<file path="config.mk">
export PLATFORM = sky130hd
export DESIGN_NAME = mips_program_runner
export DESIGN_NICKNAME = d
export VERILOG_FILES = /design/src/rtl/mips_program_runner.sv
export SDC_FILE = /design/constraint.sdc
export NUM_CORES = 1
export LEC_CHECK = 0
export BUFFER_PORTS_ARGS = -buffer_cell sky130_fd_sc_hd__buf_2
export CORE_MARGIN = 2
export CORE_UTILIZATION = 45
export CTS_BUF_LIST = sky130_fd_sc_hd__clkbuf_4 sky130_fd_sc_hd__clkbuf_8
export CTS_CLUSTER_DIAMETER = 60
export CTS_CLUSTER_SIZE = 8
export DETAILED_ROUTE_END_ITERATION = 8
export GPL_ROUTABILITY_DRIVEN = 0
export GPL_TIMING_DRIVEN = 1
export HOLD_SLACK_MARGIN = 0.03
export PLACE_DENSITY_LB_ADDON = 0.25
export REMOVE_ABC_BUFFERS = 1
export SLEW_MARGIN = 10
export SYNTH_ARGS = -nofsm -noshare
export SYNTH_HDL_FRONTEND = slang
export SYNTH_SLANG_ARGS = --single-unit
</file>
<file path="constraint.sdc">
create_clock -name clk1 -period 2.4 [get_ports clk1]
set_input_delay 0.48 -clock clk1 [delete_from_list [all_inputs] [get_ports clk1]]
set_output_delay 0.48 -clock clk1 [all_outputs]
set_load 0.03 [all_outputs]
</file>
<file path="src/rtl/mips_program_runner.sv">
`timescale 1ns/1ps
// Program-load / run / check sequencer for the pipelined MIPS32 core.
// Streams a sparse image into memory, runs the core until halt or timeout, then checks result words.
//
// state   | meaning
// --------+------------------------------------------------------------
// S_IDLE  | after reset, all outputs low, waiting for start
// S_LOAD  | one fill cycle, then one image write per cycle
// S_RUN   | core released and owns memory, cycles counted
// S_CHECK | result addresses read back, compared one cycle later
// S_DONE  | results held, start begins a new run
module mips_program_runner #(
   parameter int DATA_W      = 32,
   parameter int ADDR_W      = 10,
   parameter int PRELOAD_LEN = 16,
   parameter int NUM_CHECKS  = 2,
   parameter int TIMEOUT     = 1024,
   localparam int IW = (PRELOAD_LEN > 1) ? $clog2(PRELOAD_LEN) : 1,
   localparam int KW = (NUM_CHECKS > 1) ? $clog2(NUM_CHECKS) : 1,
   localparam int FW = $clog2(NUM_CHECKS + 1),
   localparam int CW = $clog2(TIMEOUT + 1)
) (
   input  logic                     clk1,
   input  logic                     reset,
   input  logic                     start,
   output logic [IW-1:0]            img_idx,
   input  logic [ADDR_W+DATA_W-1:0] img_data,
   output logic [KW-1:0]            chk_idx,
   input  logic [ADDR_W-1:0]        chk_addr,
   input  logic [DATA_W-1:0]        chk_expect,
   output logic                     mem_we,
   output logic [ADDR_W-1:0]        mem_addr,
   output logic [DATA_W-1:0]        mem_wdata,
   input  logic [DATA_W-1:0]        mem_rdata,
   output logic                     core_run,
   input  logic                     core_halted,
   output logic                     busy,
   output logic                     done,
   output logic                     pass,
   output logic                     timed_out,
   output logic [FW-1:0]            fail_count,
   output logic [CW-1:0]            cycle_count
);

   localparam int LW = $clog2(PRELOAD_LEN + 1);

   localparam logic [LW-1:0] LD_LAST  = LW'(PRELOAD_LEN);
   localparam logic [FW-1:0] CK_END   = FW'(NUM_CHECKS);
   localparam logic [FW-1:0] FAIL_MAX = FW'(NUM_CHECKS);
   localparam logic [CW-1:0] CYC_MAX  = CW'(TIMEOUT);
   localparam logic [CW-1:0] CYC_LAST = CW'(TIMEOUT - 1);

   typedef enum logic [2:0] {
      S_IDLE,
      S_LOAD,
      S_RUN,
      S_CHECK,
      S_DONE
   } state_t;

   state_t              state;
   logic [LW-1:0]       ld_cnt;
   logic [FW-1:0]       ck_cnt;
   logic [DATA_W-1:0]   exp_q;

   always_ff @(posedge clk1) begin
      if (reset) begin
         state       <= S_IDLE;
         ld_cnt      <= '0;
         ck_cnt      <= '0;
         exp_q       <= '0;
         cycle_count <= '0;
         fail_count  <= '0;
         timed_out   <= 1'b0;
      end else begin
         case (state)
            S_IDLE, S_DONE: begin
               if (start) begin
                  state       <= S_LOAD;
                  ld_cnt      <= '0;
                  ck_cnt      <= '0;
                  cycle_count <= '0;
                  fail_count  <= '0;
                  timed_out   <= 1'b0;
               end
            end
            S_LOAD: begin
               if (ld_cnt == LD_LAST) begin
                  state  <= S_RUN;
                  ld_cnt <= '0;
               end else begin
                  ld_cnt <= ld_cnt + LW'(1);
               end
            end
            S_RUN: begin
               // a halt seen in the same cycle as the timeout still gets checked
               if (core_halted) begin
                  state <= S_CHECK;
               end else begin
                  if (cycle_count != CYC_MAX)
                     cycle_count <= cycle_count + CW'(1);
                  if (cycle_count == CYC_LAST) begin
                     state     <= S_DONE;
                     timed_out <= 1'b1;
                  end
               end
            end
            S_CHECK: begin
               if (ck_cnt != CK_END)
                  exp_q <= chk_expect;
               if (ck_cnt != '0 && mem_rdata != exp_q && fail_count != FAIL_MAX)
                  fail_count <= fail_count + FW'(1);
               if (ck_cnt == CK_END) begin
                  state  <= S_DONE;
                  ck_cnt <= '0;
               end else begin
                  ck_cnt <= ck_cnt + FW'(1);
               end
            end
            default: state <= S_IDLE;
         endcase
      end
   end

   assign busy     = (state == S_LOAD) || (state == S_RUN) || (state == S_CHECK);
   assign done     = (state == S_DONE);
   assign core_run = (state == S_RUN);
   assign pass     = done && !timed_out && (fail_count == '0);

   assign img_idx  = (state == S_LOAD && ld_cnt != LD_LAST) ? ld_cnt[IW-1:0] : '0;
   assign chk_idx  = (state == S_CHECK && ck_cnt != CK_END) ? ck_cnt[KW-1:0] : '0;

   // image data arrives one cycle after its index, so writes trail img_idx by one
   always_comb begin
      mem_we    = 1'b0;
      mem_addr  = '0;
      mem_wdata = '0;
      case (state)
         S_LOAD: begin
            if (ld_cnt != '0) begin
               mem_we    = 1'b1;
               mem_addr  = img_data[ADDR_W+DATA_W-1:DATA_W];
               mem_wdata = img_data[DATA_W-1:0];
            end
         end
         S_CHECK: begin
            if (ck_cnt != CK_END)
               mem_addr = chk_addr;
         end
         default: ;
      endcase
   end

endmodule

</file>
# Word level (Yosys, flattened, before mapping)
# Index checks and enable logic that the tools add are counted.
[word_totals]
regBits = 56
inputBits = 120
output_inout_bits = 66
word_cells = 86
[classes]
n_addsub = 4
n_eq_ne = 20
n_mux = 31
n_reduce_logical = 24
[ops]
columns = ["operator", "count"]
rows = [
  ["$mux W32", 2],
  ["$mux W11", 3],
  ["$ne A32 B32 Y1", 1],
  ["$pmux W11 S2", 1],
  ["$mux W10", 2],
  ["$pmux W10 S2", 1],
  ["$mux W3", 5],
  ["$ne A2 B2 Y1 const B", 7],
  ["$pmux W3 S4", 1],
  ["$reduce_and A4 Y1", 3],
  ["$add A11 B1 Y11 const B", 1],
  ["$eq A11 B10 Y1 const B", 1],
  ["$ne A11 B11 Y1 const B", 1],
  ["$mux W5", 2],
  ["$pmux W5 S2", 1],
  ["$pmux W2 S2", 2],
  ["$reduce_bool A2 Y1", 4],
  ["$eq A3 B2 Y1 const B", 2],
  ["$logic_and A1 B1 Y1", 6],
  ["$mux W1", 6],
  ["$mux W2", 3],
  ["$reduce_and A2 Y1", 3],
  ["$add A5 B1 Y5 const B", 1],
  ["$eq A5 B5 Y1 const B", 1],
  ["other kinds (16)", 19],
]

# Longest topological paths before layout
# Gate-level depths: netlist of run 1.
[depth]
word_depth = 5
mapped_depth = 8
depth_no_buf = 7

# Worst setup path before layout of run 1
# OpenSTA, ideal clock, no wires.
[synth_timing]
path_type = "register to output"
from = "register state[0]"
to = "output port mem_wdata[22]"
arrival_time_ns = 2.025
required_time_ns = 1.920
path_slack_ns = -0.105
path_stages_with_launch = 7
n_path_buf = 3
cell_sequence = "dfxtp_1 > buf_2 > nor3b_1 > clkbuf_1 > o41a_1 > clkbuf_1 > and2_1"
[synth_via]
elab_chain_len = 2
[synth_lines]
columns = ["item", "line", "source"]
rows = [
  ["from (decl)", "61", "state_t state;"],
  ["from (signal assigned)", "68", "state <= S_IDLE;"],
  ["from (signal assigned)", "79", "state <= S_LOAD;"],
  ["from (signal assigned)", "89", "state <= S_RUN;"],
  ["$eq A3 B1 Y1", "138", "case (state)"],
  ["$mux W32", "138", ""],
  ["to (decl)", "33", "output logic [DATA_W-1:0] mem_wdata,"],
]
# No other way between the ends.

# Worst setup path after layout of run 1
[layout_timing]
from = "register ld_cnt[0]"
to = "output port mem_addr[9]"
[layout_via]
elab_chain_len = 3
[layout_lines]
columns = ["item", "line", "source"]
rows = [
  ["from (decl)", "62", "logic [LW-1:0] ld_cnt;"],
  ["from (signal assigned)", "92", "ld_cnt <= ld_cnt + LW'(1);"],
  ["$reduce_bool A5 Y1", "140", "if (ld_cnt != '0) begin"],
  ["$mux W10", "140", ""],
  ["$pmux W10 S2", "138", ""],
  ["to (decl)", "32", "output logic [ADDR_W-1:0] mem_addr,"],
]
# No other way between the ends.

==> results of run 1 <==
-- layout by cell type (no fill, tap or decap), drive strengths merged, types with 2 or more instances in the layout --
cell type  netlist  routed
o211ai           5       5
a22oi            3       3
dfxtp           56      56
and3             4       4
and3b            2       2
buf              4     189
or3              4       4
nand3b           3       3
nor4b            3       3
nor3             3       3
clkbuf          19      11
xor2             9       9
nand2           74      74
nor3b            3       3
nor4             2       2
a22o            10      10
and2            37      37
ha               6       6
nand4           10      10
mux2i            5       5
or4              2       2
inv              8       9
and4             2       2
nand2b           3       3
xnor2           32      32
nor2            22      22
a21oi           42      42
o2111ai          2       2
or2              2       2
-- metrics by stage --
stage	TNS (ps)	cell area [sq um]	worst slack (ps)	hold WS [ps]
4_1_cts	0	4210	12.1	382
2_1_floorplan	-28340	2990	-740	443
5_1_grt	-210	4240	-32.0	382
3_5_place_dp	0	4110	280	459
3_3_place_gp	0	4110	296	454
6_report	0	4240	27.9	392
-- routing by layer --
layer  vias up  part of all wire [%]  track usage (%)  wire length [um]
met5         -                     0                0                 0
met4         0                   1.1             5.26                95
met3        11                   5.4             3.41               465
met2        87                    46             34.6              3930
met1      1438                    48             31.9              4110
li1       1668                     -                -                 -
-- path summary, 6_finish.rpt --
check                                      to  slack (ps)                    from  depth (start not counted)
hold reg to reg        exp_q[19]$_SDFFE_PP0P_         470  exp_q[19]$_SDFFE_PP0P_                          2
setup / recovery                  mem_addr[9]          30  ld_cnt[0]$_SDFFE_PP0P_                          7
setup reg to reg  cycle_count[9]$_SDFFE_PP0P_         380   state[0]$_SDFFE_PP0P_                          7
hold / removal         exp_q[28]$_SDFFE_PP0P_         390          chk_expect[28]                          3
-- timing repair --
action,4_1_cts,5_1_grt
endpoints found under the hold margin,0,0
hold buffers,0,0
resized for setup,1,14
cloned,0,0
setup endpoints to repair,42,42
-- cell usage after synthesis --
library cell  instances  share of area, %
nand4_1              10               2.0
or2_2                 2              0.40
and3b_1               2              0.57
nor3_1                3              0.49
clkbuf_1             19               2.3
o21ai_2               1              0.28
a22o_1               10               2.8
buf_2                 2              0.32
a31oi_1               1              0.20
o2111ai_1             2              0.57
a2111oi_0             1              0.28
buf_6                 1              0.36
nand3b_1              3              0.73
and2_1               37               7.5
dfxtp_1              56                36
and4_1                2              0.57
and3_1                4              0.81
a21oi_1              42               6.8
or4b_4                1              0.45
o211ai_1              5               1.2
o41a_1                1              0.36
nor4_1                2              0.40
nand2_1              74               9.0
xnor2_1              32               9.1
or4_1                 2              0.49
nor3b_1               2              0.49
ha_1                  6               2.4
mux2i_1               5               1.6
nor4b_1               3              0.85
inv_1                 8              0.97
or3_1                 4              0.81
nand4bb_1             1              0.36
a22oi_1               3              0.73
nor3b_2               1              0.40
xor2_1                9               2.6
a21o_1                1              0.24
buf_4                 1              0.24
nand3_1               1              0.16
o21bai_1              1              0.24
nand2b_1              3              0.61
a211o_1               1              0.28
nor2_1               22               2.7
-- final cells by class --
type / instances / area (sq um) / share of cell area, %
Antenna cell: 1 / 2.50 / 0.0590
Clock buffer: 6 / 82.6 / 1.95
Clock inverter: 2 / 13.8 / 0.324
Inverter: 8 / 30.0 / 0.708
Multi-Input combinational cell: 300 / 1860 / 43.9
Sequential cell: 56 / 1130 / 26.6
Tap cell: 80 / 100 / 2.36
Timing Repair Buffer: 194 / 1020 / 24.2
-- registers in the layout, summed over array words and instances (netlist names) --
register	count
timed_out	1
state	3
cycle_count	11
fail_count	2
ck_cnt	2
exp_q	32
ld_cnt	5
-- power by group through the flow --
stage                     Combinational [mW]  Sequential, mW  Clock [mW]
after detailed placement                1.10            1.09           0
after global routing                    1.23            1.09       0.607
after global placement                  1.08            1.09           0
after CTS                               1.11            1.07       0.571
after floorplan                        0.707            1.09           0
final                                   1.13            1.08       0.556
-- kinds of logic (layout without fill, tap and decap cells) --
| kind of cell | after synthesis | in the layout |
|---|---|---|
| simple gates | 179 | 179 |
| compound gates | 69 | 69 |
| flops | 56 | 56 |
| xor+xnor | 41 | 41 |
| buf+inv | 31 | 210 |
| fa+ha+maj | 6 | 6 |
| mux | 5 | 5 |
| other cells | 0 | 1 |
-- worst register-to-register path, delay by kind of cell (launching register included) --
family | cells | cell delay, ps
and+or+nand+nor | 3 | 1010
DFF | 1 | 320
AOI/OAI and AO/OA | 2 | 270
buffers and inverters | 2 | 370
==> results.sh, run 1 <==
export IMPL_clkTransAtPathRegs_ps=100
export IMPL_finalCriticalPeriod_ps=2370
export IMPL_drtAntennaViolNets=0
export IMPL_max_clock_freq_mhz=422
export IMPL_power_frac_comb_pct=40.8
export IMPL_drive_above_1_share_pct=37.6
export IMPL_netlist_instances=387
export IMPL_nets=691
export IMPL_cts_max_path_buffers=2
export IMPL_antenna_found_initial=0
export IMPL_dp_hpwl_mm=6.58
export IMPL_synthAdderAreaFrac_pct=2.43
export IMPL_wl_mm=8.61
export IMPL_power_frac_seq_pct=39.1
export IMPL_start_kind="flip-flop"
export IMPL_intPower_mw=1.70
export IMPL_io_pins=186
export IMPL_min_period_over_period_pct=98.8
export IMPL_ir_drop_mv=0.598
export IMPL_fin_skew_ps=3.05
export IMPL_p_sw_share_pct=38.6
export IMPL_first_pass_iters=4
export IMPL_synth_compound_area_share_pct=14.1
export IMPL_root_buffer="clkbuf_8"
export IMPL_utilization_pct=63.1
export IMPL_wl_per_cell_um=13.3
export IMPL_power_switching_mw=1.07
export IMPL_grt_max_degree=50
export IMPL_power_leakage_nw=1.93
export IMPL_via_count=3204
export IMPL_fin_cells=647
export IMPL_start_util_pct=46.0
export IMPL_pwr_density_cell_mw_per_mm2=652
export IMPL_clk_latency_ps=310
export IMPL_setup_worst_path_class="flip-flop to primary output"
export IMPL_status="finished, final reports clean"
export IMPL_syn_cell_area_sq_mm=0.00309
export IMPL_grt_pass1_wl_mm=13.4
export IMPL_crit_required_ps=1920
export IMPL_setup_viol_count_final=0
export IMPL_core_area_sq_mm=0.00672
export IMPL_worst_pin_slew_ps=864
export IMPL_relSlewSlack_pct=40.9
export IMPL_synthSimpleGateAreaFrac_pct=29.8
export IMPL_maxCapViolations=0
export IMPL_fillers=599
export IMPL_cts_htree_levels=2
export IMPL_crit_chain="inv_1 > ha_1 > inv_1 > o41a_1 > buf_12 > a22o_1 > clkbuf_4"
export IMPL_muxShareOfSynthArea_pct=1.62
export IMPL_ys_seq_area_share_pct=36.3
export IMPL_cp_arrival_ps=1890
export IMPL_crit_path_frequent_cell="inv_1"
export IMPL_final_max_slew_viol_count=0
export IMPL_critPathSlowestCell="dfxtp_2"
export IMPL_vias_per_cell=4.95
export IMPL_synth_cell_types=42
export IMPL_numPortBuffers=185
export IMPL_cts_tree="yes"
export IMPL_synth_top_family_by_area="simple AND/OR/NAND/NOR gates"
export IMPL_overflow=0
export IMPL_drc=0
export IMPL_cts_sinks=56
export IMPL_die_y_um=86.9
export IMPL_crit_family="compound AO/OA/AOI/OAI gates"
export IMPL_syn_area_per_cell_sq_um=7.98
export IMPL_p_total_mw=2.77
export IMPL_finalHoldViolCount=0
export IMPL_synth_warnings=0
export IMPL_synth_xor_area_share_pct=11.6
export IMPL_power_share_clock_pct=20.1
export IMPL_die_area_sq_mm=0.00754
export IMPL_fp_row_count=30
export IMPL_cp_end_kind="primary output"
export IMPL_syn_to_final_growth_pct=37.3
export IMPL_drtIter0Drc=87
export IMPL_hold_class="input pin to flip-flop"
export IMPL_synth_seq_cells=56
export IMPL_grt_total_usage_pct=22.1
export IMPL_cts_buffers=5
export IMPL_die_w_um=86.9
export IMPL_critPathMaxFanout=43
export IMPL_path_buf_inv=4
export IMPL_post_cts_repair_setup_buffers=0
export IMPL_grt_setup_unrepaired="yes"
export IMPL_placed_cells=638
export IMPL_grt_pass1_vias=2833
export IMPL_slowest_delay_ps=360
No activity file was read; power rests on OpenSTA's default activity.
==> run 2: changes to the inputs <==
--- a/config.mk
+++ b/config.mk
@@ -6,6 +6,7 @@
 export NUM_CORES = 1
 export LEC_CHECK = 0
 export BUFFER_PORTS_ARGS = -buffer_cell sky130_fd_sc_hd__buf_2
+export CORE_ASPECT_RATIO = 0.7
 export CORE_MARGIN = 2
 export CORE_UTILIZATION = 45
 export CTS_BUF_LIST = sky130_fd_sc_hd__clkbuf_4 sky130_fd_sc_hd__clkbuf_8
==> results.sh, run 2 (synthesis gave the netlist of run 1 again) <==
export IMPL_min_delay_start="chk_expect[17]"
export IMPL_r2r_start="state[1]$_SDFFE_PP0P_"
export IMPL_setup_viol_count_final=2
export IMPL_reg_largest_list="exp_q x32, cycle_count x11, ld_cnt x5"
export IMPL_timing_rr_end="fail_count[1]$_SDFFE_PP0P_"
export IMPL_grt_pass1_vias=2964
export IMPL_io_pins=186
export IMPL_antennaDiodeCount=0
export IMPL_die_y_um=73.3
export IMPL_holdPathEnd="exp_q[17]$_SDFFE_PP0P_"
export IMPL_crit_path_frequent_cell="inv_2"
export IMPL_maxCapViolations=0
export IMPL_min_period_over_period_pct=100
export IMPL_start_kind="flip-flop"
export IMPL_cts_buffers=5
export IMPL_grt_total_usage_pct=22.1
export IMPL_wl_per_cell_um=13.7
export IMPL_p_total_mw=2.98
export IMPL_drc=0
export IMPL_ir_drop_mv=0.318
export IMPL_first_pass_iters=4
export IMPL_antenna_found_initial=0
export IMPL_finalCriticalPeriod_ps=2410
export IMPL_overflow=0
export IMPL_multi_input_area_sq_mm=0.00189
export IMPL_crit_chain="inv_2 > ha_4 > inv_2 > o41a_4 > clkbuf_16 > a22o_1 > buf_6"
export IMPL_clkTransAtPathRegs_ps=110
export IMPL_wl_mm=9.16
export IMPL_via_count=3309
export IMPL_die_area_sq_mm=0.00755
export IMPL_root_buffer="clkbuf_8"
export IMPL_cp_arrival_ps=1930
export IMPL_cts_tree="yes"
export IMPL_largest_reg_flops=32
export IMPL_rr_worst_depth=3
export IMPL_violations="negative setup slack"
export IMPL_core_area_sq_mm=0.00669
export IMPL_grt_pass1_wl_mm=13.1
export IMPL_syn_to_final_growth_pct=44.8
export IMPL_fillers=594
export IMPL_numPortBuffers=185
export IMPL_relSlewSlack_pct=32.6
export IMPL_finalHoldViolCount=0
export IMPL_cts_htree_levels=2
export IMPL_crit_required_ps=1920
export IMPL_fin_skew_ps=17.4
export IMPL_regArea_sq_mm=0.00113
export IMPL_drtIter0Drc=159
export IMPL_dp_hpwl_mm=6.74
export IMPL_reg2reg_slack_ps=320
export IMPL_timing_setup_tns_ps=-7.63
export IMPL_vias_per_cell=4.97
export IMPL_clk_latency_ps=310
export IMPL_critPathSlowestCell="o41a_4"
export IMPL_grt_setup_unrepaired="yes"
export IMPL_final_area_sq_mm=0.00447
export IMPL_nets=697
export IMPL_hold_depth=3
export IMPL_final_cell_mix="buf_2, nand2_1, dfxtp_1"
export IMPL_status="complete, but fails checks"
export IMPL_hold_buffers=0
export IMPL_setup_slack_ps=-6.99
export IMPL_max_clock_freq_mhz=415
export IMPL_hold_ws_ps=402
export IMPL_placed_cell_area_sq_mm=0.00411
export IMPL_slowest_delay_ps=490
export IMPL_worst_pin_slew_ps=985
export IMPL_final_max_slew_viol_count=0
export IMPL_drive_above_1_share_pct=39.2
export IMPL_hold_class="input pin to flip-flop"
export IMPL_drtAntennaViolNets=0
export IMPL_start_util_pct=46.1
export IMPL_top_register="exp_q"
export IMPL_setup_worst_path_class="flip-flop to primary output"
export IMPL_die_w_um=103
export IMPL_critPathMaxFanout=5
export IMPL_final_common_cell="buf_2"
export IMPL_power_leakage_nw=2.01
export IMPL_grt_max_degree=44
export IMPL_pwr_density_cell_mw_per_mm2=667
export IMPL_cts_max_path_buffers=2
export IMPL_cp_end_kind="primary output"
export IMPL_cts_sinks=56
export IMPL_utilization_pct=66.8
export IMPL_fp_row_count=25
[run 2: cell count changes in the layout (fill, tap and decap cells not counted), sizes merged]
| cell | before | now |
|---|---|---|
| inv | 9 | 8 |
| buf | 189 | 197 |
| bufinv | 0 | 1 |
| clkbuf | 11 | 9 |
| diode | 1 | 0 |
[run 2: worst max-delay path, delay by kind of cell (launching register included)]
kind                       cells  cell delay [ps]
AOI/OAI and AO/OA              2              720
adders and majority gates      1              130
buffers and inverters          4              420
DFF                            1              350
[run 2: stage by stage]
stage | setup WS [ps] | std cells
after CTS | 16.0 | 658
after global routing | -66.3 | 666
after global placement | 313 | 650
final | -6.99 | 666
after floorplan | -740 | 364
after detailed placement | 291 | 650
[run 2: timing repair]
item,in CTS,in global routing
pin swaps,0,11
buffers inserted,0,4
endpoints found under the setup margin,17,42
gates resized for setup,2,45
gates cloned,0,4
[run 2: cell type report]
cell class,count,share of cell area (%)
Timing Repair Buffer,200,26.6
Sequential cell,56,25.3
Tap cell,94,2.63
Clock buffer,6,1.85
Inverter,8,0.671
Clock inverter,2,0.867
Multi-Input combinational cell,300,42.2
[run 2: how the worst max path moves through the flow]
stage | startpoint | end | cells past startpoint
4_1_cts | state[1]$_SDFFE_PP0P_ | mem_addr[0] | 4
6_report | ld_cnt[1]$_SDFFE_PP0P_ | mem_addr[2] | 7
5_1_grt | ld_cnt[0]$_SDFFE_PP0P_ | mem_addr[2] | 7
3_3_place_gp | core_halted | cycle_count[9]$_SDFFE_PP0P_ | 7
2_1_floorplan | state[1]$_SDFFE_PP0P_ | mem_addr[0] | 3
3_5_place_dp | state[0]$_SDFFE_PP0P_ | mem_addr[0] | 5
[run 2: layer usage]
| metal | up-vias | share of wire [%] | global-route usage (%) |
|---|---|---|---|
| met5 | - | 0 | 0 |
| met4 | 0 | 1.1 | 4.82 |
| li1 | 1674 | - | - |
| met3 | 10 | 6.2 | 4.28 |
| met1 | 1513 | 41 | 26.5 |
| met2 | 112 | 52 | 40.8 |
[run 2: power breakdown]
group | leakage, nW | internal [mW] | switching [mW] | total (mW)
sequential | 0.454 | 1.01 | 0.0836 | 1.09
combinational | 1.49 | 0.550 | 0.702 | 1.25
clock | 0.0614 | 0.342 | 0.300 | 0.641
==> run 3: changes to the inputs <==
--- a/config.mk
+++ b/config.mk
@@ -16,7 +16,7 @@
 export GPL_ROUTABILITY_DRIVEN = 0
 export GPL_TIMING_DRIVEN = 1
 export HOLD_SLACK_MARGIN = 0.03
-export PLACE_DENSITY_LB_ADDON = 0.25
+export PLACE_DENSITY_LB_ADDON = 0.12
 export REMOVE_ABC_BUFFERS = 1
 export SLEW_MARGIN = 10
 export SYNTH_ARGS = -nofsm -noshare
==> results.sh, run 3 (synthesis gave the netlist of run 1 again) <==
export IMPL_drive_above_1_share_pct=37.6
export IMPL_wl_mm=8.47
export IMPL_die_w_um=103
export IMPL_regArea_sq_mm=0.00112
export IMPL_dp_hpwl_mm=6.75
export IMPL_finalHoldViolCount=0
export IMPL_nets=692
export IMPL_start_kind="flip-flop"
export IMPL_largest_reg_flops=32
export IMPL_power_leakage_nw=1.94
export IMPL_min_period_over_period_pct=99.0
export IMPL_wirelength_met1_mm=3.75
export IMPL_final_common_cell="buf_2"
export IMPL_p_total_mw=2.83
export IMPL_maxUsedRoutingLayer="met4"
export IMPL_dr_wl_met2_mm=4.02
export IMPL_core_area_sq_mm=0.00669
export IMPL_pwr_density_cell_mw_per_mm2=662
export IMPL_grt_setup_unrepaired="yes"
export IMPL_utilization_pct=63.8
export IMPL_grt_total_usage_pct=21.7
export IMPL_syn_to_final_growth_pct=38.2
export IMPL_grt_max_degree=50
export IMPL_fin_skew_ps=10.1
export IMPL_root_buffer="clkbuf_8"
export IMPL_first_pass_iters=4
export IMPL_status="finished, final reports clean"
export IMPL_maxCapViolations=0
export IMPL_hold_class="input pin to flip-flop"
export IMPL_clk_latency_ps=310
export IMPL_die_y_um=73.3
export IMPL_die_area_sq_mm=0.00755
export IMPL_multi_input_area_sq_mm=0.00185
export IMPL_clkTransAtPathRegs_ps=110
export IMPL_drtAntennaViolNets=0
export IMPL_start_util_pct=46.1
export IMPL_relSlewSlack_pct=41.1
export IMPL_crit_required_ps=1920
export IMPL_via_count=3192
export IMPL_reg_largest_list="exp_q x32, cycle_count x11, ld_cnt x5"
export IMPL_antenna_found_initial=0
export IMPL_antennaDiodeCount=0
export IMPL_finalCriticalPeriod_ps=2380
export IMPL_cts_buffers=5
export IMPL_cts_sinks=56
export IMPL_top_register="exp_q"
export IMPL_io_pins=186
export IMPL_ir_drop_mv=0.384
export IMPL_wl_met3_um=608
export IMPL_worst_pin_slew_ps=862
export IMPL_setup_viol_count_final=0
export IMPL_setup_worst_path_class="flip-flop to primary output"
export IMPL_numPortBuffers=185
export IMPL_overflow=0
export IMPL_fp_row_count=25
export IMPL_cts_max_path_buffers=2
export IMPL_final_cell_mix="buf_2, nand2_1, dfxtp_1"
export IMPL_fillers=634
export IMPL_final_max_slew_viol_count=0
export IMPL_grt_pass1_wl_mm=12.9
export IMPL_drc=0
export IMPL_max_clock_freq_mhz=421
export IMPL_cts_tree="yes"
export IMPL_vias_per_cell=4.83
export IMPL_hold_ws_ps=398
export IMPL_grt_pass1_vias=2824
export IMPL_drtIter0Drc=57
export IMPL_cts_htree_levels=2
export IMPL_hold_buffers=0
export IMPL_cp_arrival_ps=1900
export IMPL_wl_per_cell_um=12.8
export IMPL_critPathMaxFanout=43
export IMPL_cp_end_kind="primary output"
[run 3: changes by cell type in the layout (fill, tap and decap cells not counted), moves of 3 or more]
cell / delta
inv_1: +3
buf_2: +11
clkbuf_16: -3
inv_2: -3
buf_6: -12
[run 3: worst paths after layout]
check | start | to | slack [ps] | cells past startpoint
setup reg to reg | state[1]$_SDFFE_PP0P_ | cycle_count[9]$_SDFFE_PP0P_ | 360 | 6
hold / removal | chk_expect[6] | exp_q[6]$_SDFFE_PP0P_ | 400 | 3
hold reg to reg | exp_q[17]$_SDFFE_PP0P_ | exp_q[17]$_SDFFE_PP0P_ | 470 | 2
setup / recovery | ld_cnt[0]$_SDFFE_PP0P_ | mem_addr[2] | 20 | 7
[run 3: cell type report]
| type | instances | share of cell area, % |
|---|---|---|
| timing repair buffer | 195 | 24.0 |
| clock inverter | 2 | 0.909 |
| multi-input combinational | 300 | 43.4 |
| sequential | 56 | 26.4 |
| clock buffer | 6 | 1.79 |
| tap | 94 | 2.76 |
| inverter | 8 | 0.704 |
[run 3: per-layer routing]
metal	up-vias	GRT usage, %
met2	94	36.5
met4	0	4.53
met1	1424	27.7
li1	1665	-
met3	9	6.66
met5	-	0
[run 3: worst max-delay path, stage by stage, from the launching register on]
cell and delay [ps]:
dfxtp_2 360, inv_1 60, ha_1 160, inv_1 50, o41a_1 340, buf_12 180
a22o_1 260, buf_2 180
[run 3: what timing repair did]
action | in CTS | in global routing
pin swaps | 0 | 0
gates resized for setup | 2 | 2
endpoints found under the setup margin | 19 | 42
buffers inserted | 0 | 1
gates cloned | 0 | 0
[run 3: report_power, final]
| group | internal [mW] | switching [mW] |
|---|---|---|
| sequential | 1.01 | 0.0854 |
| clock | 0.327 | 0.310 |
| combinational | 0.449 | 0.649 |
[run 3: stage by stage]
step / worst slack [ps] / std cells / instance area, sq um / TNS (ps)
2_1_floorplan: -740 / 364 / 2990 / -28340
3_3_place_gp: 307 / 652 / 4120 / 0
3_5_place_dp: 293 / 652 / 4120 / 0
4_1_cts: 9.28 / 660 / 4240 / 0
5_1_grt: -55.8 / 661 / 4270 / -308
6_report: 23.0 / 661 / 4270 / 0
